[config.mk]
export PLATFORM = sky130hd
export DESIGN_NAME = vend_dispenser
export DESIGN_NICKNAME = d
export VERILOG_FILES = /design/src/rtl/vend_pkg.sv /design/src/rtl/pend_counter.sv /design/src/rtl/vend_dispenser.sv
export SDC_FILE = /design/constraint.sdc
export NUM_CORES = 1
export LEC_CHECK = 0
export CORE_MARGIN = 2
export CORE_UTILIZATION = 50
export CTS_BUF_LIST = sky130_fd_sc_hd__clkbuf_4 sky130_fd_sc_hd__clkbuf_8
export DETAILED_ROUTE_END_ITERATION = 8
export PLACE_DENSITY = 0.87
export SYNTH_ARGS = -nofsm -noshare
export SYNTH_HDL_FRONTEND = slang
export SYNTH_SLANG_ARGS = --single-unit
[constraint.sdc]
create_clock -name i_clk -period 2.7 [get_ports i_clk]
set_clock_uncertainty 0.05 [all_clocks]
set_input_delay 0.54 -clock i_clk [delete_from_list [all_inputs] [get_ports i_clk]]
set_output_delay 0.54 -clock i_clk [all_outputs]
set_load 0.1 [all_outputs]
[src/rtl/vend_pkg.sv]
// Shared types and helpers for the vending back-end dispenser.
// Holds the actuation state encoding and the default timeouts.
package vend_pkg;

   typedef enum logic [1:0] {
      StIdle,
      StCan,
      StChange,
      StFault
   } state_e;

   localparam int unsigned MotorTimeoutDef  = 16;
   localparam int unsigned HopperTimeoutDef = 8;

   // Timer counts 0..timeout-1, so clog2 of the larger timeout is enough.
   function automatic int unsigned timer_w(input int unsigned a, input int unsigned b);
      int unsigned m;
      m = (a > b) ? a : b;
      return ($clog2(m) < 1) ? 1 : $clog2(m);
   endfunction

endpackage

[src/rtl/pend_counter.sv]
// Saturating up/down request counter with a sticky overflow flag.
// Simultaneous increment and decrement leave the count unchanged.
module pend_counter #(
   parameter int unsigned PEND_W = 3
) (
   input  logic              i_clk,
   input  logic              i_reset,
   input  logic              i_inc,
   input  logic              i_dec,
   output logic [PEND_W-1:0] o_count,
   output logic              o_overflow
);

   localparam logic [PEND_W-1:0] MaxCount = '1;

   logic [PEND_W-1:0] r_count;
   logic              r_overflow;

   always_ff @(posedge i_clk) begin
      if (i_reset) begin
         r_count    <= '0;
         r_overflow <= 1'b0;
      end else if (i_inc && !i_dec) begin
         if (r_count == MaxCount) begin
            r_overflow <= 1'b1;
         end else begin
            r_count <= r_count + PEND_W'(1);
         end
      end else if (i_dec && !i_inc && (r_count != '0)) begin
         r_count <= r_count - PEND_W'(1);
      end
   end

   assign o_count    = r_count;
   assign o_overflow = r_overflow;

endmodule

[src/rtl/vend_dispenser.sv]
// Closed-loop actuator sequencer: drives the can motor and change hopper until
// the matching sensor confirms delivery, faulting on timeout; requests queue up.
module vend_dispenser
   import vend_pkg::*;
#(
   parameter int unsigned MOTOR_TIMEOUT  = MotorTimeoutDef,
   parameter int unsigned HOPPER_TIMEOUT = HopperTimeoutDef,
   parameter int unsigned PEND_W         = 3
) (
   input  logic              i_clk,
   input  logic              i_reset,
   input  logic              i_can_out,
   input  logic              i_change_out,
   input  logic              i_can_sensor,
   input  logic              i_coin_sensor,
   input  logic              i_fault_clr,
   output logic              o_motor_en,
   output logic              o_hopper_en,
   output logic              o_busy,
   output logic              o_fault,
   output logic              o_overflow,
   output logic [PEND_W-1:0] o_pend_cans,
   output logic [PEND_W-1:0] o_pend_change
);

   localparam int unsigned       TimerW     = timer_w(MOTOR_TIMEOUT, HOPPER_TIMEOUT);
   localparam logic [TimerW-1:0] MotorLast  = TimerW'(MOTOR_TIMEOUT - 1);
   localparam logic [TimerW-1:0] HopperLast = TimerW'(HOPPER_TIMEOUT - 1);

   state_e            r_state;
   logic [TimerW-1:0] r_timer;
   logic              r_motor_en;
   logic              r_hopper_en;
   logic              r_busy;
   logic              r_fault;

   logic              w_can_done;
   logic              w_coin_done;
   logic [PEND_W-1:0] w_pend_cans;
   logic [PEND_W-1:0] w_pend_change;
   logic              w_ovf_cans;
   logic              w_ovf_change;

   // Sensor pulses only count while the matching actuator is being driven.
   assign w_can_done  = (r_state == StCan) && i_can_sensor;
   assign w_coin_done = (r_state == StChange) && i_coin_sensor;

   pend_counter #(
      .PEND_W (PEND_W)
   ) u_pend_cans (
      .i_clk      (i_clk),
      .i_reset    (i_reset),
      .i_inc      (i_can_out),
      .i_dec      (w_can_done),
      .o_count    (w_pend_cans),
      .o_overflow (w_ovf_cans)
   );

   pend_counter #(
      .PEND_W (PEND_W)
   ) u_pend_change (
      .i_clk      (i_clk),
      .i_reset    (i_reset),
      .i_inc      (i_change_out),
      .i_dec      (w_coin_done),
      .o_count    (w_pend_change),
      .o_overflow (w_ovf_change)
   );

   always_ff @(posedge i_clk) begin
      if (i_reset) begin
         r_state     <= StIdle;
         r_timer     <= '0;
         r_motor_en  <= 1'b0;
         r_hopper_en <= 1'b0;
         r_busy      <= 1'b0;
         r_fault     <= 1'b0;
      end else begin
         unique case (r_state)
            StIdle: begin
               r_timer <= '0;
               if (w_pend_cans != '0) begin
                  r_state    <= StCan;
                  r_motor_en <= 1'b1;
                  r_busy     <= 1'b1;
               end else if (w_pend_change != '0) begin
                  r_state     <= StChange;
                  r_hopper_en <= 1'b1;
                  r_busy      <= 1'b1;
               end
            end
            StCan: begin
               if (i_can_sensor) begin
                  r_state    <= StIdle;
                  r_timer    <= '0;
                  r_motor_en <= 1'b0;
                  r_busy     <= 1'b0;
               end else if (r_timer == MotorLast) begin
                  r_state    <= StFault;
                  r_timer    <= '0;
                  r_motor_en <= 1'b0;
                  r_fault    <= 1'b1;
               end else begin
                  r_timer <= r_timer + TimerW'(1);
               end
            end
            StChange: begin
               if (i_coin_sensor) begin
                  r_state     <= StIdle;
                  r_timer     <= '0;
                  r_hopper_en <= 1'b0;
                  r_busy      <= 1'b0;
               end else if (r_timer == HopperLast) begin
                  r_state     <= StFault;
                  r_timer     <= '0;
                  r_hopper_en <= 1'b0;
                  r_fault     <= 1'b1;
               end else begin
                  r_timer <= r_timer + TimerW'(1);
               end
            end
            StFault: begin
               // Counter is left intact so IDLE re-dispatches the failed item.
               if (i_fault_clr) begin
                  r_state <= StIdle;
                  r_timer <= '0;
                  r_fault <= 1'b0;
                  r_busy  <= 1'b0;
               end
            end
         endcase
      end
   end

   assign o_motor_en    = r_motor_en;
   assign o_hopper_en   = r_hopper_en;
   assign o_busy        = r_busy;
   assign o_fault       = r_fault;
   assign o_overflow    = w_ovf_cans | w_ovf_change;
   assign o_pend_cans   = w_pend_cans;
   assign o_pend_change = w_pend_change;

endmodule
# Word level (Yosys, flattened, before mapping)
# Index checks and enable logic that the tools add are counted.
dict set report word_totals {
  register_bits 18
  inputBits 7
  out_inout_bits 11
  wordCells 106
}
dict set report classes {
  add_sub_neg 5
  n_eq_ne 22
  muxes 39
  bitwise 1
  reduce_logical 29
}
# cell n
set op_table {}
lappend op_table {{$mux W4} 5}
lappend op_table {{$ne A2 B2 Y1 const B} 10}
lappend op_table {{$mux W3} 6}
lappend op_table {{$pmux W4 S4} 1}
lappend op_table {{$mux W1} 15}
lappend op_table {{$mux W2} 7}
lappend op_table {{$reduce_and A4 Y1} 3}
lappend op_table {{$reduce_bool A3 Y1} 3}
lappend op_table {{$logic_and A1 B1 Y1} 8}
lappend op_table {{$pmux W2 S4} 1}
lappend op_table {{$reduce_and A2 Y1} 4}
lappend op_table {{$reduce_bool A2 Y1} 4}
lappend op_table {{$add A3 B1 Y3 const B} 2}
lappend op_table {{$eq A3 B3 Y1 const B} 2}
lappend op_table {{$ne A3 B2 Y1 const B} 2}
lappend op_table {{$reduce_and A6 Y1} 1}
lappend op_table {{$sub A3 B1 Y3 const B} 2}
lappend op_table {{$add A4 B1 Y4 const B} 1}
lappend op_table {{$eq A2 B2 Y1 const B} 2}
lappend op_table {{$eq A4 B3 Y1 const B} 1}
lappend op_table {{$eq A4 B4 Y1 const B} 1}
lappend op_table {{$logic_not A1 Y1} 4}
lappend op_table {{$ne A2 B1 Y1 const B} 2}
lappend op_table {{$pmux W1 S2} 2}
lappend op_table {{other kinds (7)} 7}

# Depth between registers and ports, before layout
# Gate-level depths: netlist of run 1.
dict set report logic_depth {
  word_depth 6
  mapped_depth 8
  ltp_nobuf 8
}

# Hierarchy
# Synthesis of run 1 repeated with hierarchy kept, for this count alone.
dict set report unflattened {
  cells_unflattened 146
  hier_area_um2 1226.2
}
# mod n_inst cells_per_inst area_per_inst_um2 seq_area_each_um2
set by_module_without_submodules {}
lappend by_module_without_submodules {vend_dispenser 1 80 690.7 200.2}
lappend by_module_without_submodules {pend_counter 2 33 267.8 80.1}

# Least setup slack after synthesis of run 1
# No wires, ideal clock.
dict set report synth_timing {
  path_type {flip-flop to flip-flop}
  start {register u_pend_change.r_count[0] (netlist: u_pend_change.o_count[0])}
  end {register r_state[1]}
  setup_time_ns 0.071
  arrival_time_ns 2.175
  required_ns 2.579
  path_slack_ns 0.404
  path_stages_with_launch 5
  path_buffers 0
  path_cell_list {dfxtp_1 > nor3_1 > a31o_4 > or4_1 > a21oi_1}
}
dict set report synth_between {
  elab_chain_cells 3
}
# element line_no
set synth_lines {}
lappend synth_lines {{start, declared} pend_counter.sv:16} ;# logic [PEND_W-1:0] r_count;
lappend synth_lines {{start signal, assigned} pend_counter.sv:27} ;# r_count <= r_count + PEND_W'(1);
lappend synth_lines {{start signal, assigned} pend_counter.sv:30} ;# r_count <= r_count - PEND_W'(1);
lappend synth_lines {{$reduce_bool A3 Y1} vend_dispenser.sv:86} ;# end else if (w_pend_change != '0) begin
lappend synth_lines {{$ne A3 B3 Y1 (no source line)} --}
lappend synth_lines {{$reduce_and A4 Y1 (no source line)} --}
lappend synth_lines {{end signal, assigned} vend_dispenser.sv:83} ;# r_state <= StCan;
lappend synth_lines {{end signal, assigned} vend_dispenser.sv:87} ;# r_state <= StChange;
lappend synth_lines {{end signal, assigned} vend_dispenser.sv:94} ;# r_state <= StIdle;
lappend synth_lines {{end, declared} vend_dispenser.sv:30} ;# state_e r_state;
# No other way between the ends.
# A chain may end at the register's enable or synchronous reset.

# Final worst setup path of run 1
dict set report layout_timing {
  start {register r_state[0]}
  end {register u_pend_change.r_count[2] (netlist: u_pend_change.o_count[2])}
}
dict set report layout_between {
  elab_chain_cells 6
  elab_cells_between_ends 10
  cone_classes {2 x eq/ne; 1 x mux; 7 x reduce/logical}
}
# element line_no
set layout_lines {}
lappend layout_lines {{start signal, assigned} vend_dispenser.sv:72} ;# r_state <= StIdle;
lappend layout_lines {{start signal, assigned} vend_dispenser.sv:83}
lappend layout_lines {{start signal, assigned} vend_dispenser.sv:87}
lappend layout_lines {{$eq A2 B2 Y1 *} vend_dispenser.sv:46} ;# assign w_coin_done = (r_state == StChange) && i_coin_sensor;
lappend layout_lines {{$logic_and A1 B1 Y1 *} vend_dispenser.sv:46}
lappend layout_lines {{$logic_not A1 Y1 or $logic_and A1 B1 Y1 (tied branches)} {pend_counter.sv:23, pend_counter.sv:29}}
lappend layout_lines {{$logic_and A1 B1 Y1 (on tied branches)} {pend_counter.sv:23, pend_counter.sv:29}}
lappend layout_lines {{$ne A2 B2 Y1 (no source line) or $reduce_bool A2 Y1 (tied branches)} --}
lappend layout_lines {{$reduce_and A2 Y1 (no source line)} --}
# Mark *: on every way between the ends. The rest lies on a longest branch, timed or not.

==> flow_metrics.tcl, run 1 <==
set metrics [dict create \
    status "complete, no violations" \
    post_cts_buffers 0 \
    synth_nets 133 \
    antenna_left 0 \
    layout-drive-gt1-share_pct 17.4 \
    num_vias 944 \
    power.leakage_uw 0.000521 \
    diodes 0 \
    syn-cell-area_um2 1060 \
    place_hpwl_um 1760 \
    tightest_slew_ns 0.495 \
    nets 155 \
    die_w_um 50.1 \
    synthCells 118 \
    clockBufferDepth 2 \
    wl_per_cell_um 13.7 \
    grt_max_degree 13 \
    hold-path-endpoint "u_pend_change.o_overflow$_SDFFE_PP0P_" \
    finalSetupTns_ns 0 \
    vias_per_cell 5.72 \
    endpoint_kind "register" \
    ys.warnings.count 0 \
    final_cells 165 \
    rr_worst_depth 8 \
    first_pass_iters 4 \
    coreArea_um2 1980 \
    final_cell_mix "dfxtp_1 (18), buf_4 (13), nor2_1 (11), a21oi_1 (11)" \
    antenna_found_initial 0 \
    hold_violations 0 \
    hold_class "register to register" \
    crit_type "register to register" \
    rows 16 \
    area_delta_synth_final_pct 19.4 \
    syn_avg_cell_area_um2 9.02 \
    gp_congestion 0.783 \
    ys_seq_area_share_pct 33.8 \
    utilization_pct 64.1 \
    cts_resized 0 \
    clock.fmax_ghz 0.433 \
    port_buffers 17 \
    die_h_um 50.1 \
    grt-ovfl-total 0 \
    cts_tree "built" \
    final_common_cell "dfxtp_1" \
    maxSlewViolCount 0 \
    hp-start "u_pend_change.o_overflow$_SDFFE_PP0P_" \
    final_cell_area_um2 1270 \
    grtUsageTotal_pct 20.0 \
    wirelength_um 2260 \
    cp.arrival_ns 2.45 \
    cts_hold_buf 0 \
    fin_crit_sh_pct 85.6 \
    holdPathStages 2 \
    reg2reg_to "u_pend_change.o_count[2]$_SDFFE_PP0P_" \
    powerDensity_nw_per_um2 1210 \
    max_slew_margin_pct 66.8 \
    clkTransAtPathRegs_ns 0.10 \
    synth-seq-cells 18 \
    cts_buffers 3 \
    drtIter0Drc 22 \
    startpoint_type "register" \
    fin_crit_ns 2.31 \
    whs_ns 0.435 \
    path_max_fanout 5 \
    worstPathRequired_ns 2.84 \
    cap_violations 0 \
    post_dp_cell_area_um2 1250 \
    ir_drop_mv 0.857 \
    setup_violations 0 \
    placed_cells 162 \
    start_util_pct 53.7 \
    die_area_um2 2510 \
    root_buffer "clkbuf_4" \
    r2r_start "r_state[0]$_SDFFE_PP0P_" \
    drc_errors 0 \
    clk_latency_ns 0.29 \
    cts.htree.levels 1 \
    grt_pass1_vias 920 \
    r2r_slack_ns 0.39 \
    rsz0062_at_grt "no" \
    grt_pass1_wl_um 3930 \
    io_pins 18 \
    cts_sinks 18 \
    yosysUniqueCellTypes 40 \
]
area by class of cell:
class	instances	area, um^2
Clock buffer	3	22.5
Multi-Input combinational cell	94	682
Tap cell	27	33.8
Fill cell	167	711
Sequential cell	18	360
Inverter	4	15.0
Timing Repair Buffer	19	158
kinds of logic after synthesis:
family                     synth area share (%)
and+or+nand+nor                            24.7
AOI/OAI and AO/OA                          23.4
DFF                                        33.8
adders and majority gates                  10.8
buffers and inverters                      2.12
xor gates and xnor gates                   3.29
muxes                                      1.88
registers in the layout, indices dropped and copies added (netlist names):
| signal | cells |
|---|---|
| o_hopper_en | 1 |
| o_motor_en | 1 |
| u_pend_change.o_count | 3 |
| r_state | 2 |
| u_pend_change.o_overflow | 1 |
| o_fault | 1 |
| u_pend_cans.o_overflow | 1 |
| o_busy | 1 |
| u_pend_cans.o_count | 3 |
| r_timer | 4 |
cells in the mapped netlist, drive strengths merged:
cell type | number | area share [%]
nand4 | 2 | 1.2
or3 | 1 | 0.59
or4b | 1 | 0.94
nand2b | 7 | 4.1
nor2 | 11 | 3.9
and3 | 2 | 1.2
nand4bb | 1 | 1.1
nand3b | 2 | 1.4
a22oi | 1 | 0.71
a311oi | 1 | 0.82
ha | 6 | 7.1
mux2i | 2 | 1.9
a2111o | 1 | 1.1
a31o | 3 | 3.3
o311ai | 1 | 0.82
fa | 2 | 3.8
o21ai | 7 | 3.3
nor2b | 4 | 2.3
a31oi | 1 | 0.59
o2bb2ai | 1 | 1.4
xnor2 | 4 | 3.3
nor3b | 1 | 0.71
a21boi | 3 | 2.1
or2 | 2 | 1.2
a211oi | 2 | 1.4
and3b | 2 | 1.6
a21oi | 11 | 5.2
o22ai | 2 | 1.8
nor3 | 2 | 1.4
inv | 4 | 1.4
nand2 | 4 | 1.4
a32o | 1 | 0.94
nand3 | 2 | 0.94
clkbuf | 2 | 0.71
or4 | 1 | 0.71
dfxtp | 18 | 34
stage by stage:
step	power, uW	worst slack [ns]
after floorplan	1200	0.404
after global placement	1370	0.284
after detailed placement	1400	0.158
after CTS	1540	0.402
after global routing	1630	0.256
final	1530	0.389
routing by layer:
layer / vias to the layer above / routed length (um) / GRT usage (%) / part of all wire [%]
li1: 478 / - / - / -
met1: 440 / 995 / 23.7 / 44
met2: 22 / 1150 / 36.0 / 51
met3: 4 / 104 / 3.57 / 4.6
met4: 0 / 19 / 6.48 / 0.84
met5: - / 0 / 0 / 0
critical path, stage by stage (launching register included):
cell and delay [ns]:
dfxtp_1 0.41, inv_1 0.10, ha_1 0.28, a21boi_1 0.31
inv_1 0.13, fa_1 0.40, xnor2_1 0.22, a21oi_1 0.09
a31o_2 0.22
power breakdown:
group | leakage, uW | switching [uW] | total, uW | internal [uW]
clock network | 0.0000138 | 81.8 | 134 | 51.8
logic | 0.000360 | 676 | 992 | 316
registers | 0.000148 | 72.1 | 407 | 335
total | 0.000521 | 830 | 1530 | 703
worst max-delay path by stage:
stage                                                startpoint                                     to  slack (ns)  depth (start not counted)
final                                   r_state[0]$_SDFFE_PP0P_  u_pend_change.o_count[2]$_SDFFE_PP0P_        0.39                          8
after global routing                    r_state[0]$_SDFFE_PP0P_  u_pend_change.o_count[2]$_SDFFE_PP0P_        0.26                          8
after CTS                               r_state[0]$_SDFFE_PP0P_  u_pend_change.o_count[2]$_SDFFE_PP0P_        0.40                          8
after detailed placement                           i_change_out  u_pend_change.o_count[2]$_SDFFE_PP0P_        0.16                          7
after global placement                             i_change_out  u_pend_change.o_count[2]$_SDFFE_PP0P_        0.28                          7
after floorplan           u_pend_change.o_count[0]$_SDFFE_PP0P_                r_state[1]$_SDFFE_PP0P_        0.40                          4
No activity file was read; power rests on OpenSTA's default activity.
==> run 2: changes to the inputs <==
Settings changed: CTS_CLUSTER_SIZE set to 10.
==> results of run 2 <==
No change in the layout: final DEF, timing and power equal those of run 1.
